`src/rtl/cpu_pkg.sv`:
```
// Shared definitions for the multi-cycle MIPS-subset controller: state encoding,
// opcodes, datapath select codes and the control-word layout.
package cpu_pkg;

  localparam int unsigned OPCODE_W = 6;
  localparam int unsigned ST_W     = 4;

  typedef enum logic [ST_W-1:0] {
    FETCH     = 4'd0,
    DECODE    = 4'd1,
    MEM_ADDR  = 4'd2,
    MEM_READ  = 4'd3,
    MEM_WB    = 4'd4,
    MEM_WRITE = 4'd5,
    EXEC_R    = 4'd6,
    ALU_WB    = 4'd7,
    EXEC_I    = 4'd8,
    IMM_WB    = 4'd9,
    BRANCH    = 4'd10,
    JUMP      = 4'd11
  } state_e;

  localparam logic [OPCODE_W-1:0] OP_RTYPE = 6'h00;
  localparam logic [OPCODE_W-1:0] OP_LW    = 6'h23;
  localparam logic [OPCODE_W-1:0] OP_SW    = 6'h2B;
  localparam logic [OPCODE_W-1:0] OP_BEQ   = 6'h04;
  localparam logic [OPCODE_W-1:0] OP_ADDI  = 6'h08;
  localparam logic [OPCODE_W-1:0] OP_J     = 6'h02;

  localparam logic [1:0] ALU_ADD   = 2'd0;
  localparam logic [1:0] ALU_SUB   = 2'd1;
  localparam logic [1:0] ALU_FUNCT = 2'd2;

  localparam logic [1:0] SRCB_B       = 2'd0;
  localparam logic [1:0] SRCB_FOUR    = 2'd1;
  localparam logic [1:0] SRCB_IMM     = 2'd2;
  localparam logic [1:0] SRCB_IMM_SH2 = 2'd3;

  localparam logic [1:0] PCSRC_ALU    = 2'd0;
  localparam logic [1:0] PCSRC_ALUOUT = 2'd1;
  localparam logic [1:0] PCSRC_JUMP   = 2'd2;

  typedef struct packed {
    logic       mem_req;
    logic       mem_we;
    logic       iord;
    logic       ir_we;
    logic       pc_we;
    logic [1:0] pc_src;
    logic       reg_we;
    logic       reg_dst;
    logic       mem_to_reg;
    logic       alu_src_a;
    logic [1:0] alu_src_b;
    logic [1:0] alu_op;
  } ctrl_t;

  localparam int unsigned CTRL_W = $bits(ctrl_t);

endpackage

```
`src/rtl/control_output_decode.sv`:
```
// Moore output decode: maps the controller state (plus mem_ready in FETCH and
// zero in BRANCH) onto the datapath control word.
module control_output_decode
  import cpu_pkg::*;
(
  input  logic [ST_W-1:0]   state_i,
  input  logic              mem_ready_i,
  input  logic              zero_i,
  output logic [CTRL_W-1:0] ctrl_o
);

  ctrl_t ctrl;

  always_comb begin
    ctrl = '0;
    case (state_e'(state_i))
      FETCH: begin
        ctrl.mem_req   = 1'b1;
        ctrl.alu_src_b = SRCB_FOUR;
        ctrl.alu_op    = ALU_ADD;
        ctrl.pc_src    = PCSRC_ALU;
        ctrl.ir_we     = mem_ready_i;
        ctrl.pc_we     = mem_ready_i;
      end
      // Branch target is precomputed into ALUOut while the opcode is decoded.
      DECODE: begin
        ctrl.alu_src_b = SRCB_IMM_SH2;
        ctrl.alu_op    = ALU_ADD;
      end
      MEM_ADDR, EXEC_I: begin
        ctrl.alu_src_a = 1'b1;
        ctrl.alu_src_b = SRCB_IMM;
        ctrl.alu_op    = ALU_ADD;
      end
      MEM_READ: begin
        ctrl.mem_req = 1'b1;
        ctrl.iord    = 1'b1;
      end
      MEM_WB: begin
        ctrl.reg_we     = 1'b1;
        ctrl.mem_to_reg = 1'b1;
      end
      MEM_WRITE: begin
        ctrl.mem_req = 1'b1;
        ctrl.mem_we  = 1'b1;
        ctrl.iord    = 1'b1;
      end
      EXEC_R: begin
        ctrl.alu_src_a = 1'b1;
        ctrl.alu_src_b = SRCB_B;
        ctrl.alu_op    = ALU_FUNCT;
      end
      ALU_WB: begin
        ctrl.reg_we  = 1'b1;
        ctrl.reg_dst = 1'b1;
      end
      IMM_WB: begin
        ctrl.reg_we = 1'b1;
      end
      BRANCH: begin
        ctrl.alu_src_a = 1'b1;
        ctrl.alu_src_b = SRCB_B;
        ctrl.alu_op    = ALU_SUB;
        ctrl.pc_src    = PCSRC_ALUOUT;
        ctrl.pc_we     = zero_i;
      end
      JUMP: begin
        ctrl.pc_src = PCSRC_JUMP;
        ctrl.pc_we  = 1'b1;
      end
      default: ctrl = '0;
    endcase
  end

  assign ctrl_o = ctrl;

endmodule

```
`src/rtl/multicycle_control.sv`:
```
// Multi-cycle main controller: state register and next-state sequencing for
// fetch/decode/execute/memory/write-back with a stalling memory handshake.
module multicycle_control
  import cpu_pkg::*;
#(
  parameter int unsigned OPC_W = 6
) (
  input  logic             clk,
  input  logic             rst,
  input  logic [OPC_W-1:0] opcode,
  input  logic             zero,
  input  logic             mem_ready,
  output logic             mem_req,
  output logic             mem_we,
  output logic             iord,
  output logic             ir_we,
  output logic             pc_we,
  output logic [1:0]       pc_src,
  output logic             reg_we,
  output logic             reg_dst,
  output logic             mem_to_reg,
  output logic             alu_src_a,
  output logic [1:0]       alu_src_b,
  output logic [1:0]       alu_op,
  output logic             illegal,
  output logic [3:0]       state
);

  state_e            state_q, state_d;
  logic              illegal_c;
  logic [CTRL_W-1:0] dec_ctrl;
  ctrl_t             ctrl;

  always_ff @(posedge clk or posedge rst) begin
    if (rst) state_q <= FETCH;
    else     state_q <= state_d;
  end

  // Request states hold until mem_ready; everything else falls back to FETCH.
  always_comb begin
    state_d   = FETCH;
    illegal_c = 1'b0;
    case (state_q)
      FETCH:     state_d = mem_ready ? DECODE : FETCH;
      DECODE: begin
        case (opcode)
          OP_LW, OP_SW: state_d = MEM_ADDR;
          OP_RTYPE:     state_d = EXEC_R;
          OP_BEQ:       state_d = BRANCH;
          OP_ADDI:      state_d = EXEC_I;
          OP_J:         state_d = JUMP;
          default: begin
            state_d   = FETCH;
            illegal_c = 1'b1;
          end
        endcase
      end
      MEM_ADDR: begin
        if (opcode == OP_LW)      state_d = MEM_READ;
        else if (opcode == OP_SW) state_d = MEM_WRITE;
        else                      state_d = FETCH;
      end
      MEM_READ:  state_d = mem_ready ? MEM_WB : MEM_READ;
      MEM_WRITE: state_d = mem_ready ? FETCH : MEM_WRITE;
      EXEC_R:    state_d = ALU_WB;
      EXEC_I:    state_d = IMM_WB;
      default:   state_d = FETCH;
    endcase
  end

  control_output_decode u_decode (
    .state_i     (state_q),
    .mem_ready_i (mem_ready),
    .zero_i      (zero),
    .ctrl_o      (dec_ctrl)
  );

  // Reset silences every strobe, including the otherwise-live FETCH request.
  assign ctrl = rst ? '0 : ctrl_t'(dec_ctrl);

  assign mem_req    = ctrl.mem_req;
  assign mem_we     = ctrl.mem_we;
  assign iord       = ctrl.iord;
  assign ir_we      = ctrl.ir_we;
  assign pc_we      = ctrl.pc_we;
  assign pc_src     = ctrl.pc_src;
  assign reg_we     = ctrl.reg_we;
  assign reg_dst    = ctrl.reg_dst;
  assign mem_to_reg = ctrl.mem_to_reg;
  assign alu_src_a  = ctrl.alu_src_a;
  assign alu_src_b  = ctrl.alu_src_b;
  assign alu_op     = ctrl.alu_op;
  assign illegal    = illegal_c & ~rst;
  assign state      = state_q;

endmodule
```
`config.mk`:
```
export PLATFORM = sky130hd
export DESIGN_NAME = multicycle_control
export DESIGN_NICKNAME = d
export VERILOG_FILES = /design/src/rtl/cpu_pkg.sv /design/src/rtl/control_output_decode.sv /design/src/rtl/multicycle_control.sv
export SDC_FILE = /design/constraint.sdc
export NUM_CORES = 1
export LEC_CHECK = 0
export CAP_MARGIN = 20
export CORE_UTILIZATION = 35
export DETAILED_ROUTE_END_ITERATION = 10
export PLACE_DENSITY = 0.73
export SLEW_MARGIN = 10
export SYNTH_ARGS = -nofsm -noshare
export SYNTH_HDL_FRONTEND = slang
export SYNTH_SLANG_ARGS = --single-unit
```
`constraint.sdc`:
```
create_clock -name clk -period 1.33 [get_ports clk]
set_clock_uncertainty 0.1 [all_clocks]
set_input_delay 0.133 -clock clk [delete_from_list [all_inputs] [get_ports clk]]
set_output_delay 0.133 -clock clk [all_outputs]
set_load 0.02 [all_outputs]
```
==> results_dict.tcl, run 1 <==
set metrics [dict create \
    outcome "did not finish" \
    stop_stage "5_1_grt" \
    error "[ERROR DPL-0033] detailed placement checks failed during check placement." \
    num_io_pins 30 \
    die_x_um 44.5 \
    crit_endpoint "reg_we" \
    place_inst 164 \
    cts_buffer_depth 2 \
    synth_common_cells "13 x nor2_1, 7 x nor3_1, 5 x nor2b_1" \
    async_reset_ff_frac 1.00 \
    port_buffers 29 \
    avgSynthCellArea_um2 7.54 \
    cts_root_buf "clkbuf_4" \
    die_h_um 44.5 \
    grt_antenna_before_repair 0 \
    synthesis.nets 94 \
    yosys.area.top_type "dfrtp_1" \
    numCtsBuffers 3 \
    grt_max_degree 10 \
    worst_endpoint_kind "output port" \
    clkSinkCount 4 \
    synthesis.area_um2 633 \
    yosys_warnings 0 \
    yosysSeqAreaShare 0.158 \
    synth_area_leaders "dfrtp_1 16%, nor2_1 7.7%, nor3_1 5.5%" \
    synth_most_common_cell "nor2_1" \
    synth_edf_count 0 \
    htree_levels 1 \
    synth_top_cell_area_share 0.158 \
    gp_congestion 0.827 \
    yosys_register_bits 4 \
    synthCells 84 \
    initial_core_util 0.371 \
    yosys_most_used_dff "dfrtp_1" \
    synth_cell_types 42 \
    dp_hpwl_um 1730 \
    rows 15 \
]
-- repair_timing --
| item | CTS |
|---|---|
| gates resized for setup | 135 |
| pin swaps | 16 |
| buffers inserted | 8 |
| hold endpoints to repair | 4 |
| hold buffers | 1 |
| setup endpoints to repair | 24 |
-- cells by family after synthesis --
kind of cell              Yosys count  synth area share
AOI/OAI and AO/OA                  21             0.245
xor gates and xnor gates            3            0.0415
buffers and inverters               9            0.0948
DFF                                 4             0.158
muxes                               1            0.0178
and+or+nand+nor                    46             0.443
-- through the flow --
step | hold WS [ns] | setup TNS (ns) | utilization | area, um^2 | worst slack, ns
after CTS | 0.462 | -5.26 | 0.870 | 1490 | -0.344
after detailed placement | 0.411 | -12.56 | 0.763 | 1300 | -0.746
after global placement | 0.396 | -12.03 | 0.763 | 1300 | -0.716
after floorplan | 0.159 | -1.32 | - | 812 | -0.143
==> run 2, diff against run 1 <==
--- a/config.mk
+++ b/config.mk
@@ -6,9 +6,10 @@
 export NUM_CORES = 1
 export LEC_CHECK = 0
 export CAP_MARGIN = 20
-export CORE_UTILIZATION = 35
+export CORE_AREA = 2 2 63 65
 export DETAILED_ROUTE_END_ITERATION = 10
-export PLACE_DENSITY = 0.73
+export DIE_AREA = 0 0 65 67
+export PLACE_DENSITY_LB_ADDON = 0.15
 export SLEW_MARGIN = 10
 export SYNTH_ARGS = -nofsm -noshare
 export SYNTH_HDL_FRONTEND = slang
==> constraint.sdc (replaced) <==
create_clock -name clk -period 1.7 [get_ports clk]
set_clock_uncertainty 0.1 [all_clocks]
set_input_delay 0.17 -clock clk [delete_from_list [all_inputs] [get_ports clk]]
set_output_delay 0.17 -clock clk [all_outputs]
set_load 0.02 [all_outputs]
==> results_dict.tcl, run 2 <==
set metrics [dict create \
    numCtsBuffers 3 \
    avgRoutedWirePerCell_um 12.4 \
    cap_violations 0 \
    layout_setup_ws_ns -0.0433 \
    final_area_um2 1390 \
    rows 22 \
    viasPerCell 4.44 \
    dp_slack_ns -0.534 \
    ir_worst_vdd_v 0.000177 \
    dpl-instance-area_um2 1190 \
    slew_headroom 0.833 \
    yosys_warnings 0 \
    final_common_cell "buf_4" \
    fin_util 0.385 \
    num_io_pins 30 \
    grt_antenna_before_repair 0 \
    arrival_ns 1.47 \
    synth_common_cells "13 x nor2_1, 7 x nor3_1, 5 x nor2b_1" \
    start_kind "flop" \
    dieArea_um2 4360 \
    worstPathRequired_ns 1.43 \
    rsz0062_at_grt "true" \
    yosys_most_used_dff "dfrtp_1" \
    layout-drive-gt1-share 0.584 \
    avgSynthCellArea_um2 7.54 \
    drtAntennaViolNets 0 \
    die_x_um 65 \
    port_buffers 29 \
    r2r_slack_ns 0.05 \
    initial_core_util 0.176 \
    drt-initial-drc-count 16 \
    synth_most_common_cell "nor2_1" \
    cp-end-kind "primary output" \
    setup_viol 2 \
    cts_buffer_depth 2 \
    fin_nets 166 \
    final.period_utilization 1.03 \
    htree_levels 1 \
    hold_viol_final 0 \
    wl_um 2500 \
    period_needed_ns 1.74 \
    max_clock_freq_ghz 0.574 \
    track_usage 0.114 \
    report.final.slew_viol_count 0 \
    core_um2 3610 \
    synthesis.area_um2 633 \
    crit_path_max_fanout 7 \
    synth_top_cell_area_share 0.158 \
    power.leakage_nw 0.669 \
    hold_path_class "input pin to async pin" \
    largest_reg_flops 4 \
    violations "negative setup slack" \
    vias 896 \
    critPathKind "flop to primary output" \
    area_growth_pct 119 \
    path_clk_slew_ns 0.03 \
    clk_latency_ns 0.21 \
    grt_max_degree 10 \
    synthesis.nets 94 \
    worstMarginPinSlew_ns 0.248 \
    grt_overflow 0 \
    synth_cell_types 42 \
    die_h_um 67 \
    cts_tree "built" \
    drc 0 \
    grt_first_pass_wirelength_um 3910 \
    firstDrtPassIters 4 \
    final_cell_mix "51 x buf_4, 10 x nor2_1, 7 x clkdlybuf4s50_1" \
    yosys_register_bits 4 \
    synthCells 84 \
    yosys.area.top_type "dfrtp_1" \
    fillCellCount 388 \
    gp_congestion 0.816 \
    async_reset_ff_frac 1.00 \
    n_antenna_cell 0 \
    dp_hpwl_um 1810 \
    clkSinkCount 4 \
    outcome "finished, violations left" \
    postCtsHoldBufs 0 \
    yosysSeqAreaShare 0.158 \
    grt_pass1_vias 851 \
    synth_edf_count 0 \
    synth_area_leaders "dfrtp_1 16%, nor2_1 7.7%, nor3_1 5.5%" \
    cts_root_buf "clkbuf_8" \
    power.density_nw_per_um2 490 \
]
run 2: cell counts after synthesis:
Identical to the previous run, type by type.
run 2: what timing repair did:
item | 4_1_cts | 5_1_grt
pin swaps | 3 | 7
endpoints found under the setup margin | 23 | 21
cloned | 0 | 0
endpoints found under the hold margin | 0 | 0
gates resized for setup | 85 | 27
buffers inserted | 11 | 2
run 2: cells by family (layout without fill, tap and decap cells):
kind of cell,after synthesis,in the layout,share of synthesized area
AND/OR/NAND/NOR,46,46,0.443
AO/OA/AOI/OAI,21,21,0.245
buffers and inverters,9,79,0.0948
flip-flops,4,4,0.158
multiplexers,1,1,0.0178
XOR/XNOR,3,3,0.0415
run 2: area by class of cell:
cell class              count  area, um^2  area share
clock buffers               3        41.3      0.0298
inverters                   2        7.51     0.00541
multi-input cells          71         572       0.412
well taps                  48        60.1      0.0433
flip-flops and latches      4         105      0.0757
repair buffers             74         602       0.434
run 2: worst paths after layout:
| kind | start | endpoint | cells past startpoint |
|---|---|---|---|
| setup / recovery | state[0] | pc_we | 5 |
| hold / removal | rst | state[0] | 3 |
| hold reg to reg | state[3] | state[2] | 2 |
| setup reg to reg | state[0] | state[2] | 6 |
| min in group clk | opcode[0] | state[0] | 5 |
| max in group asynchronous | rst | state[1] | 3 |
run 2: where the power goes:
part	internal (mW)	switching, mW	leakage [nW]
logic	0.196	0.169	0.599
registers	0.104	0.0173	0.0479
clock network	0.150	0.0435	0.0216
total	0.450	0.230	0.669
run 2: through the flow:
step           hold slack (ns)  total power [mW]  TNS (ns)  std cells
4_1_cts                  0.125             0.657   -0.0312        200
5_1_grt                  0.159             0.717    -0.318        202
3_3_place_gp             0.530             0.435     -5.86        186
6_report                 0.142             0.679   -0.0482        202
2_1_floorplan           0.0641             0.269    -0.136         84
3_5_place_dp             0.548             0.436     -6.00        186
run 2: worst max-delay path, cell delays in order (launching register included):
cell      delay [ns]
dfrtp_2         0.46
buf_4           0.17
o211ai_1        0.18
o21ai_0         0.12
and2_1          0.17
buf_4           0.15
run 2: routing by layer:
layer  track usage  vias up  wire length [um]
li1              -      454                 -
met1         0.146      422              1120
met2         0.207       20              1300
met3        0.0135        0                84
met4        0.0160        0                 0
met5             0        -                 0
No activity file was read; power rests on OpenSTA's default activity.
